### config.mk
export PLATFORM = sky130hd
export DESIGN_NAME = trig_controller_flat
export DESIGN_NICKNAME = d
export VERILOG_FILES = /design/src/rtl/trig_controller_if.sv /design/src/rtl/trig_controller.sv /design/src/flat_wrapper.sv
export SDC_FILE = /design/constraint.sdc
export NUM_CORES = 1
export LEC_CHECK = 0
export ABC_AREA = 0
export CAP_MARGIN = 30
export CORE_UTILIZATION = 25
export CTS_CLUSTER_SIZE = 20
export DETAILED_ROUTE_END_ITERATION = 16
export PLACE_DENSITY = 0.64
export SYNTH_ARGS = -nofsm -noshare
export SYNTH_HDL_FRONTEND = slang
export SYNTH_SLANG_ARGS = --single-unit
### constraint.sdc
create_clock -name clk -period 2.7 [get_ports clk]
set_input_delay 0.27 -clock clk [delete_from_list [all_inputs] [get_ports clk]]
set_output_delay 0.27 -clock clk [all_outputs]
set_load 0.1 [all_outputs]
### src/rtl/trig_controller_if.sv
// Request/response handshake bundle between a requester and trig_controller.
interface trig_controller_if #(
   parameter int DATA_WIDTH = 64
);
   logic                  req_valid;
   logic                  req_ready;
   logic [DATA_WIDTH-1:0] req_angle;
   logic                  req_func;
   logic                  rsp_valid;
   logic                  rsp_ready;
   logic [DATA_WIDTH-1:0] rsp_result;
   logic [1:0]            rsp_quadrant;
   logic                  rsp_error;

   modport master (
      output req_valid, req_angle, req_func, rsp_ready,
      input  req_ready, rsp_valid, rsp_result, rsp_quadrant, rsp_error
   );

   modport slave (
      input  req_valid, req_angle, req_func, rsp_ready,
      output req_ready, rsp_valid, rsp_result, rsp_quadrant, rsp_error
   );
endinterface

### src/rtl/trig_controller.sv
// Sequences one sine/cosine request through an external range reducer and
// evaluator, then applies the quadrant sign and holds the response.
module trig_controller #(
   parameter int DATA_WIDTH = 64,
   parameter int REDUCE_LAT = 2,
   parameter int TIMEOUT    = 255
) (
   input  logic                  clk,
   input  logic                  reset,
   trig_controller_if.slave      bus,
   output logic                  en_divider,
   output logic [DATA_WIDTH-1:0] red_data_in,
   input  logic [1:0]            red_quadrant,
   input  logic [DATA_WIDTH-1:0] red_data,
   output logic                  eval_start,
   output logic [DATA_WIDTH-1:0] eval_angle,
   output logic                  eval_func,
   input  logic                  eval_done,
   input  logic [DATA_WIDTH-1:0] eval_result
);

   localparam logic [3:0] RED_LOAD  = 4'(REDUCE_LAT - 1);
   localparam logic [9:0] WAIT_LAST = 10'(TIMEOUT - 1);

   typedef enum logic [2:0] {IDLE, REDUCE, EVAL_REQ, EVAL_WAIT, RESP} state_t;

   state_t                state, state_nxt;
   logic [3:0]            red_cnt, red_cnt_nxt;
   logic [9:0]            wait_cnt, wait_cnt_nxt;
   logic [DATA_WIDTH-1:0] angle_q, angle_nxt;
   logic [DATA_WIDTH-1:0] data_q, data_nxt;
   logic [DATA_WIDTH-1:0] result_q, result_nxt;
   logic                  func_q, func_nxt;
   logic [1:0]            quad_q, quad_nxt;
   logic                  error_q, error_nxt;
   logic                  neg;
   logic                  ready_q, en_q, start_q, valid_q;

   // Result sign: sine negative in quadrants 2,3; cosine in quadrants 1,2.
   assign neg = func_q ? (quad_q == 2'b01 || quad_q == 2'b10) : quad_q[1];

   always_comb begin
      state_nxt    = state;
      red_cnt_nxt  = red_cnt;
      wait_cnt_nxt = wait_cnt;
      angle_nxt    = angle_q;
      data_nxt     = data_q;
      result_nxt   = result_q;
      func_nxt     = func_q;
      quad_nxt     = quad_q;
      error_nxt    = error_q;
      case (state)
         IDLE: begin
            if (bus.req_valid) begin
               angle_nxt   = bus.req_angle;
               func_nxt    = bus.req_func;
               red_cnt_nxt = RED_LOAD;
               state_nxt   = REDUCE;
            end
         end
         REDUCE: begin
            if (red_cnt == 4'd0) begin
               quad_nxt  = red_quadrant;
               data_nxt  = red_data;
               state_nxt = EVAL_REQ;
            end else begin
               red_cnt_nxt = red_cnt - 4'd1;
            end
         end
         EVAL_REQ: begin
            wait_cnt_nxt = '0;
            state_nxt    = EVAL_WAIT;
         end
         EVAL_WAIT: begin
            if (eval_done) begin
               result_nxt = {eval_result[DATA_WIDTH-1] ^ neg, eval_result[DATA_WIDTH-2:0]};
               error_nxt  = 1'b0;
               state_nxt  = RESP;
            end else if (wait_cnt == WAIT_LAST) begin
               result_nxt = '0;
               error_nxt  = 1'b1;
               state_nxt  = RESP;
            end else begin
               wait_cnt_nxt = wait_cnt + 10'd1;
            end
         end
         RESP: begin
            if (bus.rsp_ready) state_nxt = IDLE;
         end
         default: state_nxt = IDLE;
      endcase
   end

   // Control outputs are decoded from the next state so they are flops
   // aligned with the state they belong to.
   always_ff @(posedge clk) begin
      if (reset) begin
         state    <= IDLE;
         red_cnt  <= '0;
         wait_cnt <= '0;
         angle_q  <= '0;
         data_q   <= '0;
         result_q <= '0;
         func_q   <= 1'b0;
         quad_q   <= '0;
         error_q  <= 1'b0;
         ready_q  <= 1'b1;
         en_q     <= 1'b0;
         start_q  <= 1'b0;
         valid_q  <= 1'b0;
      end else begin
         state    <= state_nxt;
         red_cnt  <= red_cnt_nxt;
         wait_cnt <= wait_cnt_nxt;
         angle_q  <= angle_nxt;
         data_q   <= data_nxt;
         result_q <= result_nxt;
         func_q   <= func_nxt;
         quad_q   <= quad_nxt;
         error_q  <= error_nxt;
         ready_q  <= (state_nxt == IDLE);
         en_q     <= (state_nxt == REDUCE);
         start_q  <= (state_nxt == EVAL_REQ);
         valid_q  <= (state_nxt == RESP);
      end
   end

   assign bus.req_ready    = ready_q;
   assign bus.rsp_valid    = valid_q;
   assign bus.rsp_result   = result_q;
   assign bus.rsp_quadrant = quad_q;
   assign bus.rsp_error    = error_q;
   assign en_divider       = en_q;
   assign red_data_in      = angle_q;
   assign eval_start       = start_q;
   assign eval_angle       = data_q;
   assign eval_func        = func_q;

endmodule

### src/flat_wrapper.sv
// flat-port wrapper written by rule: the top's interface ports become plain ports
module trig_controller_flat 
#(
   parameter int DATA_WIDTH = 64,
   parameter int REDUCE_LAT = 2,
   parameter int TIMEOUT    = 255
)
  (clk, reset, en_divider, red_data_in, red_quadrant, red_data, eval_start, eval_angle, eval_func, eval_done, eval_result, bus_req_valid, bus_req_angle, bus_req_func, bus_rsp_ready, bus_req_ready, bus_rsp_valid, bus_rsp_result, bus_rsp_quadrant, bus_rsp_error);
  trig_controller_if #(.DATA_WIDTH(DATA_WIDTH)) bus_i ();
  input  logic clk;
  input  logic reset;
  output logic en_divider;
  output logic [DATA_WIDTH-1:0] red_data_in;
  input  logic [1:0] red_quadrant;
  input  logic [DATA_WIDTH-1:0] red_data;
  output logic eval_start;
  output logic [DATA_WIDTH-1:0] eval_angle;
  output logic eval_func;
  input  logic eval_done;
  input  logic [DATA_WIDTH-1:0] eval_result;
  input wire logic [$bits(bus_i.req_valid)-1:0] bus_req_valid;
  input wire logic [$bits(bus_i.req_angle)-1:0] bus_req_angle;
  input wire logic [$bits(bus_i.req_func)-1:0] bus_req_func;
  input wire logic [$bits(bus_i.rsp_ready)-1:0] bus_rsp_ready;
  output wire logic [$bits(bus_i.req_ready)-1:0] bus_req_ready;
  output wire logic [$bits(bus_i.rsp_valid)-1:0] bus_rsp_valid;
  output wire logic [$bits(bus_i.rsp_result)-1:0] bus_rsp_result;
  output wire logic [$bits(bus_i.rsp_quadrant)-1:0] bus_rsp_quadrant;
  output wire logic [$bits(bus_i.rsp_error)-1:0] bus_rsp_error;
  assign bus_i.req_valid = bus_req_valid;
  assign bus_i.req_angle = bus_req_angle;
  assign bus_i.req_func = bus_req_func;
  assign bus_i.rsp_ready = bus_rsp_ready;
  assign bus_req_ready = bus_i.req_ready;
  assign bus_rsp_valid = bus_i.rsp_valid;
  assign bus_rsp_result = bus_i.rsp_result;
  assign bus_rsp_quadrant = bus_i.rsp_quadrant;
  assign bus_rsp_error = bus_i.rsp_error;
  trig_controller #(.DATA_WIDTH(DATA_WIDTH), .REDUCE_LAT(REDUCE_LAT), .TIMEOUT(TIMEOUT)) u_core (.clk(clk), .reset(reset), .bus(bus_i), .en_divider(en_divider), .red_data_in(red_data_in), .red_quadrant(red_quadrant), .red_data(red_data), .eval_start(eval_start), .eval_angle(eval_angle), .eval_func(eval_func), .eval_done(eval_done), .eval_result(eval_result));
endmodule
Word-level counts from Yosys, hierarchy flattened. Cells that the tools add are included. W data, S select, Z words.

Register bits after elaboration: 217. Input port bits: 200. Output and inout bits: 200. Word-level logic and storage cells: 59.

$add $sub $neg: 2. Equality and inequality tests: 14. Multiplexer cells: 17. Bitwise operators: 1. Reduce and logical (&&, ||, !) cells: 12.

Operator list (count): $mux W64 (2); $mux W10 (2); $pmux W10 S2 (1); $mux W3 (5); $pmux W3 S5 (1); $add A10 B1 Y10 const B (1); $eq A10 B8 Y1 const B (1); $eq A3 B2 Y1 const B (3); $mux W4 (2); $ne A2 B2 Y1 const B (4); $pmux W4 S2 (1); $eq A3 B1 Y1 const B (2); $eq A3 B3 Y1 const B (2); $logic_not A3 Y1 (2); $reduce_and A2 Y1 (3); $reduce_and A3 Y1 (2); $reduce_bool A2 Y1 (3); $logic_not A4 Y1 (1); $sub A4 B1 Y4 const B (1); $mux W1 (3); $eq A2 B1 Y1 const B (1); $eq A2 B2 Y1 const B (1); $logic_or A1 B1 Y1 (1); $xor A1 B1 Y1 (1).

Logic depth before layout (Yosys ltp).
Word-level depth: 5. Mapped depth: 8. Mapped depth without buffers: 6.

Worst setup path before layout. No wires, ideal clock.

Path type: flip-flop to flip-flop. From: reg u_core.wait_cnt[0]. To: reg u_core.result_q[0] (netlist: u_core.bus.rsp_result[0]). Setup time: 0.062 ns. Arrival time: 1.721 ns. Required time: 2.638 ns. Slack: 0.917 ns. Cell stages (with the launch flop): 8. Clock period less this slack: 1.783 ns. Path through: dfxtp_1 inv_1 ha_1 nor3b_1 a31o_2 a31oi_2 buf_2 a22o_1.

Cells in the longest elaborated chain, start to end: 3.

RTL lines: start: declaration (RTL line trig_controller.sv:29) `logic [9:0] wait_cnt, wait_cnt_nxt;`; start signal: assignment (RTL line trig_controller.sv:114) `wait_cnt <= wait_cnt_nxt;`; $eq A10 B8 Y1 (RTL line trig_controller.sv:79) `end else if (wait_cnt == WAIT_LAST) begin`; $reduce_bool A2 Y1 (no source line); $reduce_and A2 Y1 (no source line); end signal: assignment (RTL line trig_controller.sv:117) `result_q <= result_nxt;`; end: declaration (RTL line trig_controller.sv:32) `logic [DATA_WIDTH-1:0] result_q, result_nxt;`.

No other way between the ends. A chain may end at the register's enable or synchronous reset.

Worst setup path in the final report.
From: reg u_core.wait_cnt[0]. To: reg u_core.result_q[44] (netlist: u_core.bus.rsp_result[44]).

The elaborated chain is that of the path after synthesis.

==> summary.md <==
| Metric | Value |
|---|---|
| Status | complete, no violations |
| Starting density of the core | around a quarter |
| End of the worst hold path | u_core.state[2] |
| Max Used Layer | met4 |
| Pint | slightly below 0.007 W |
| Setup-failing EPs final | 0 |
| Maximum clock path buffer count | 3 |
| Clk_lat worst skew | 0.52 ns |
| Largest net degree at the start of global routing | slightly above 70 |
| Hold Path Cell Cnt | 2 |
| Least-Margin Pin Slew | 0.784 ns |
| Synth Instances | about 840 |
| Arrival @ worst endpoint | approximately 2.6 ns |
| Reg2Reg Launch Point | u_core.wait_cnt[0] |
| Total Wirelength | 25800 um |
| Max Fclk | roughly 460 MHz |
| Max Cap Viol | 0 |
| Detailed Route Iter0 Violations | roughly 350 |
| TritonCTS Sinks | 217 |
| Leak | roughly 5 nW |
| Met2 wire len | ~12000 um |
| First-pass GRT wire length | about 40000 um |
| WP data required | 3.16 ns |
| Async S/R FF share, synth | 0% |
| Area Overhead vs Synth | 63.7% |
| Die ar. | roughly 0.031 mm2 |
| Synth Cell Area | 0.00745 mm2 |
| HPWL Detailed | 18400 um |
| Postcts setup bufs | 0 |
| Core area | 0.0290 mm2 |
| I/O pin total | 400 |
| Leading cell type in the layout, fill and taps excluded | nand2_1 |
| Synth Register Bits | roughly 220 |
| DRC | 0 |
| Max FO, Critical Path | between 60 and 70 |
| Chip width | ~170 um |
| Layout Nets | between 1000 and 1500 |
| Path type of the worst min-delay path | input port to register |
| Comb power frac | 39.2% |
| Port Buf Inserts | approximately 400 |
| Dpl cells | between 1500 and 2000 |
| Final Cycle Share | 80.6% |
| Switching part of the total | between 40 and 50% |
| Min-delay src | reset |
| Count of cell types in the netlist | 42 |
| EDFF count, synth | 0 |
| Die height | ~170 um |
| Sw Pwr | roughly 0.0052 W |
| Critical path startpoint category | register |
| Post-route ant nets | 0 |
| Seq/Total Area, Yosys | between 50% and 60% |
| Initial antenna violation count | 1 |
| Most used DFF post-synth | dfxtp_1 |
| YS warnings | 0 |
| Power Density | just under 1000 mW/mm2 |
| Critical path type | register to register |
| DRT Pass-1 Iters | 7 |
| Fin Hold WS | around 0.087 ns |
| Routed len/inst | 15.9 um |
| Proportion of netlist area held by the largest area contributor | about 60% |
| CTS tree | built |
| FF-to-FF setup slack | ~0.52 ns |
| Total gr overflow | 0 |
| Depth of the CTS H-tree | 1 |
| Resized cells post-CTS | 0 |
| Fin Clk Skew | ~0.008 ns |
| Tot GR Track Use | between 10% and 20% |
| Reg-to-reg endpoint | u_core.bus.rsp_result[44] |
| CTS root buf | clkbuf_16 |
| Final Wtd Congestion | between 0.7 and 0.8 |
| Commonest cells after routing, fill and taps aside | nand2_1 (272), dfxtp_1 (217), buf_4 (211) |
| Row Count | 62 |
| Synth Area per Inst | between 8 and 9 um2 |
| Number of fill cells | about 2800 |
| Mapped Nets | around 1000 |
| Fin. max-slew vios | 0 |
| Number of global-route vias before repair | around 7100 |
| Post-synth top area cell | dfxtp_1 |
| Reg clk slew, reported paths | roughly 0.060 ns |
| Tmin final | between 2 and 2.5 ns |
| Final Hold Viols | 0 |
| Part of the power in registers | about a third |
| WL met1 | 10400 um |
| Relative slew slack | between 40% and 50% |
| Total number of vias | 7316 |
| Clock Power Share | a little under 30% |
| Vias/cell | between 4 and 5 |
| Maximum vdd ir drop | roughly 0.54 mV |
| Fin cells | about 1600 |
| CP endpoint kind | register |
| Synth top area cells | dfxtp_1 (58%), nand2_1 (14%), a21oi_1 (9.7%), a22o_1 (7.5%), clkbuf_1 (2.2%) |
| RSZ-0062 raised after global routing | false |
| Register-to-Register Path Depth | 7 |
| Share of layout cells above drive strength 1 | between 20% and 30% |
| Hold_buf cts | 0 |
| Total CTS buffers | 26 |
| WL met3 | approximately 2700 um |
| Setup TNS | 0 ns |
==> kinds of logic (layout without fill, tap and decap cells) <==
logic type               after synthesis  after routing  share of synthesized area [%]
AND/OR/NAND/NOR                      312            312                           17.1
other                                  0              1                              0
flip-flops                           217            217                           58.3
XOR/XNOR                               4              4                          0.470
multiplexers                           1              1                          0.151
AO/OA/AOI/OAI                        232            232                           19.7
adder cells (fa/ha/maj)                4              4                          0.672
buffers and inverters                 68            466                           3.63
==> final cells by class <==
type	instances	area [um2]	area share, %
tap	384	480	3.94
antenna	1	2.50	0.0205
multi-input combinational	553	2860	23.5
timing repair buffer	412	3630	29.7
clock buffer	41	778	6.38
inverter	8	30.0	0.246
clock inverter	5	75.1	0.615
sequential	217	4340	35.6
==> critical path, stage by stage (launching register included) <==
cell	delay (ns)
dfxtp_1	0.38
inv_1	0.06
ha_1	0.20
nor3b_1	0.17
a31o_2	0.29
a31oi_4	0.17
buf_4	0.56
a22o_1	0.26
==> flip-flops by register name, indices dropped and copies added, names as in the netlist, 2 cells and up <==
signal                   count
u_core.bus.rsp_result       64
u_core.state                 3
u_core.red_cnt               4
u_core.red_data_in          64
u_core.eval_angle           64
u_core.wait_cnt             10
u_core.bus.rsp_quadrant      2
==> power by group through the flow <==
stage / clock (W) / sequential (W) / combinational, W
final: 0.00349 / 0.00383 / 0.00472
after global routing: 0.00372 / 0.00388 / 0.00495
after CTS: 0.00360 / 0.00383 / 0.00476
after detailed placement: 0 / 0.00389 / 0.00475
after global placement: 0 / 0.00388 / 0.00473
after floorplan: 0 / 0.00639 / 0.000974
==> through the flow <==
step	area [um2]	worst slack (ns)	total power, W	utilization, %
detailed placement	11300	0.560	0.00865	39.1
finish	12200	0.523	0.0120	42.0
CTS	12200	0.526	0.0122	42.0
global route	12200	0.387	0.0126	42.0
floorplan	7450	0.917	0.00736	-
global placement	11300	0.583	0.00861	39.1
==> how the worst max path moves through the flow <==
stage / from / to / depth (start not counted)
detailed placement: bus_req_valid / u_core.red_cnt[3] / 5
floorplan: u_core.wait_cnt[0] / u_core.bus.rsp_result[0] / 7
global placement: u_core.wait_cnt[0] / u_core.bus.rsp_result[8] / 7
CTS: u_core.wait_cnt[0] / u_core.bus.rsp_result[11] / 7
finish: u_core.wait_cnt[0] / u_core.bus.rsp_result[44] / 7
global route: u_core.wait_cnt[0] / u_core.bus.rsp_result[11] / 7
==> metal layers <==
metal  track usage, %  vias up
li1                 -     3613
met1             18.7     3323
met2             26.8      338
met3             6.51       42
met4             5.11        0
met5                0        -
==> cell usage after synthesis (5+ instances only) <==
cell and number:
nand2_1 272, o31ai_1 5, clkbuf_1 44, nor2_1 7, buf_2 12, a22o_1 64, or4_1 5, inv_1 8
dfxtp_1 217, a21oi_1 144
Power figures use the tool's default switching activity.
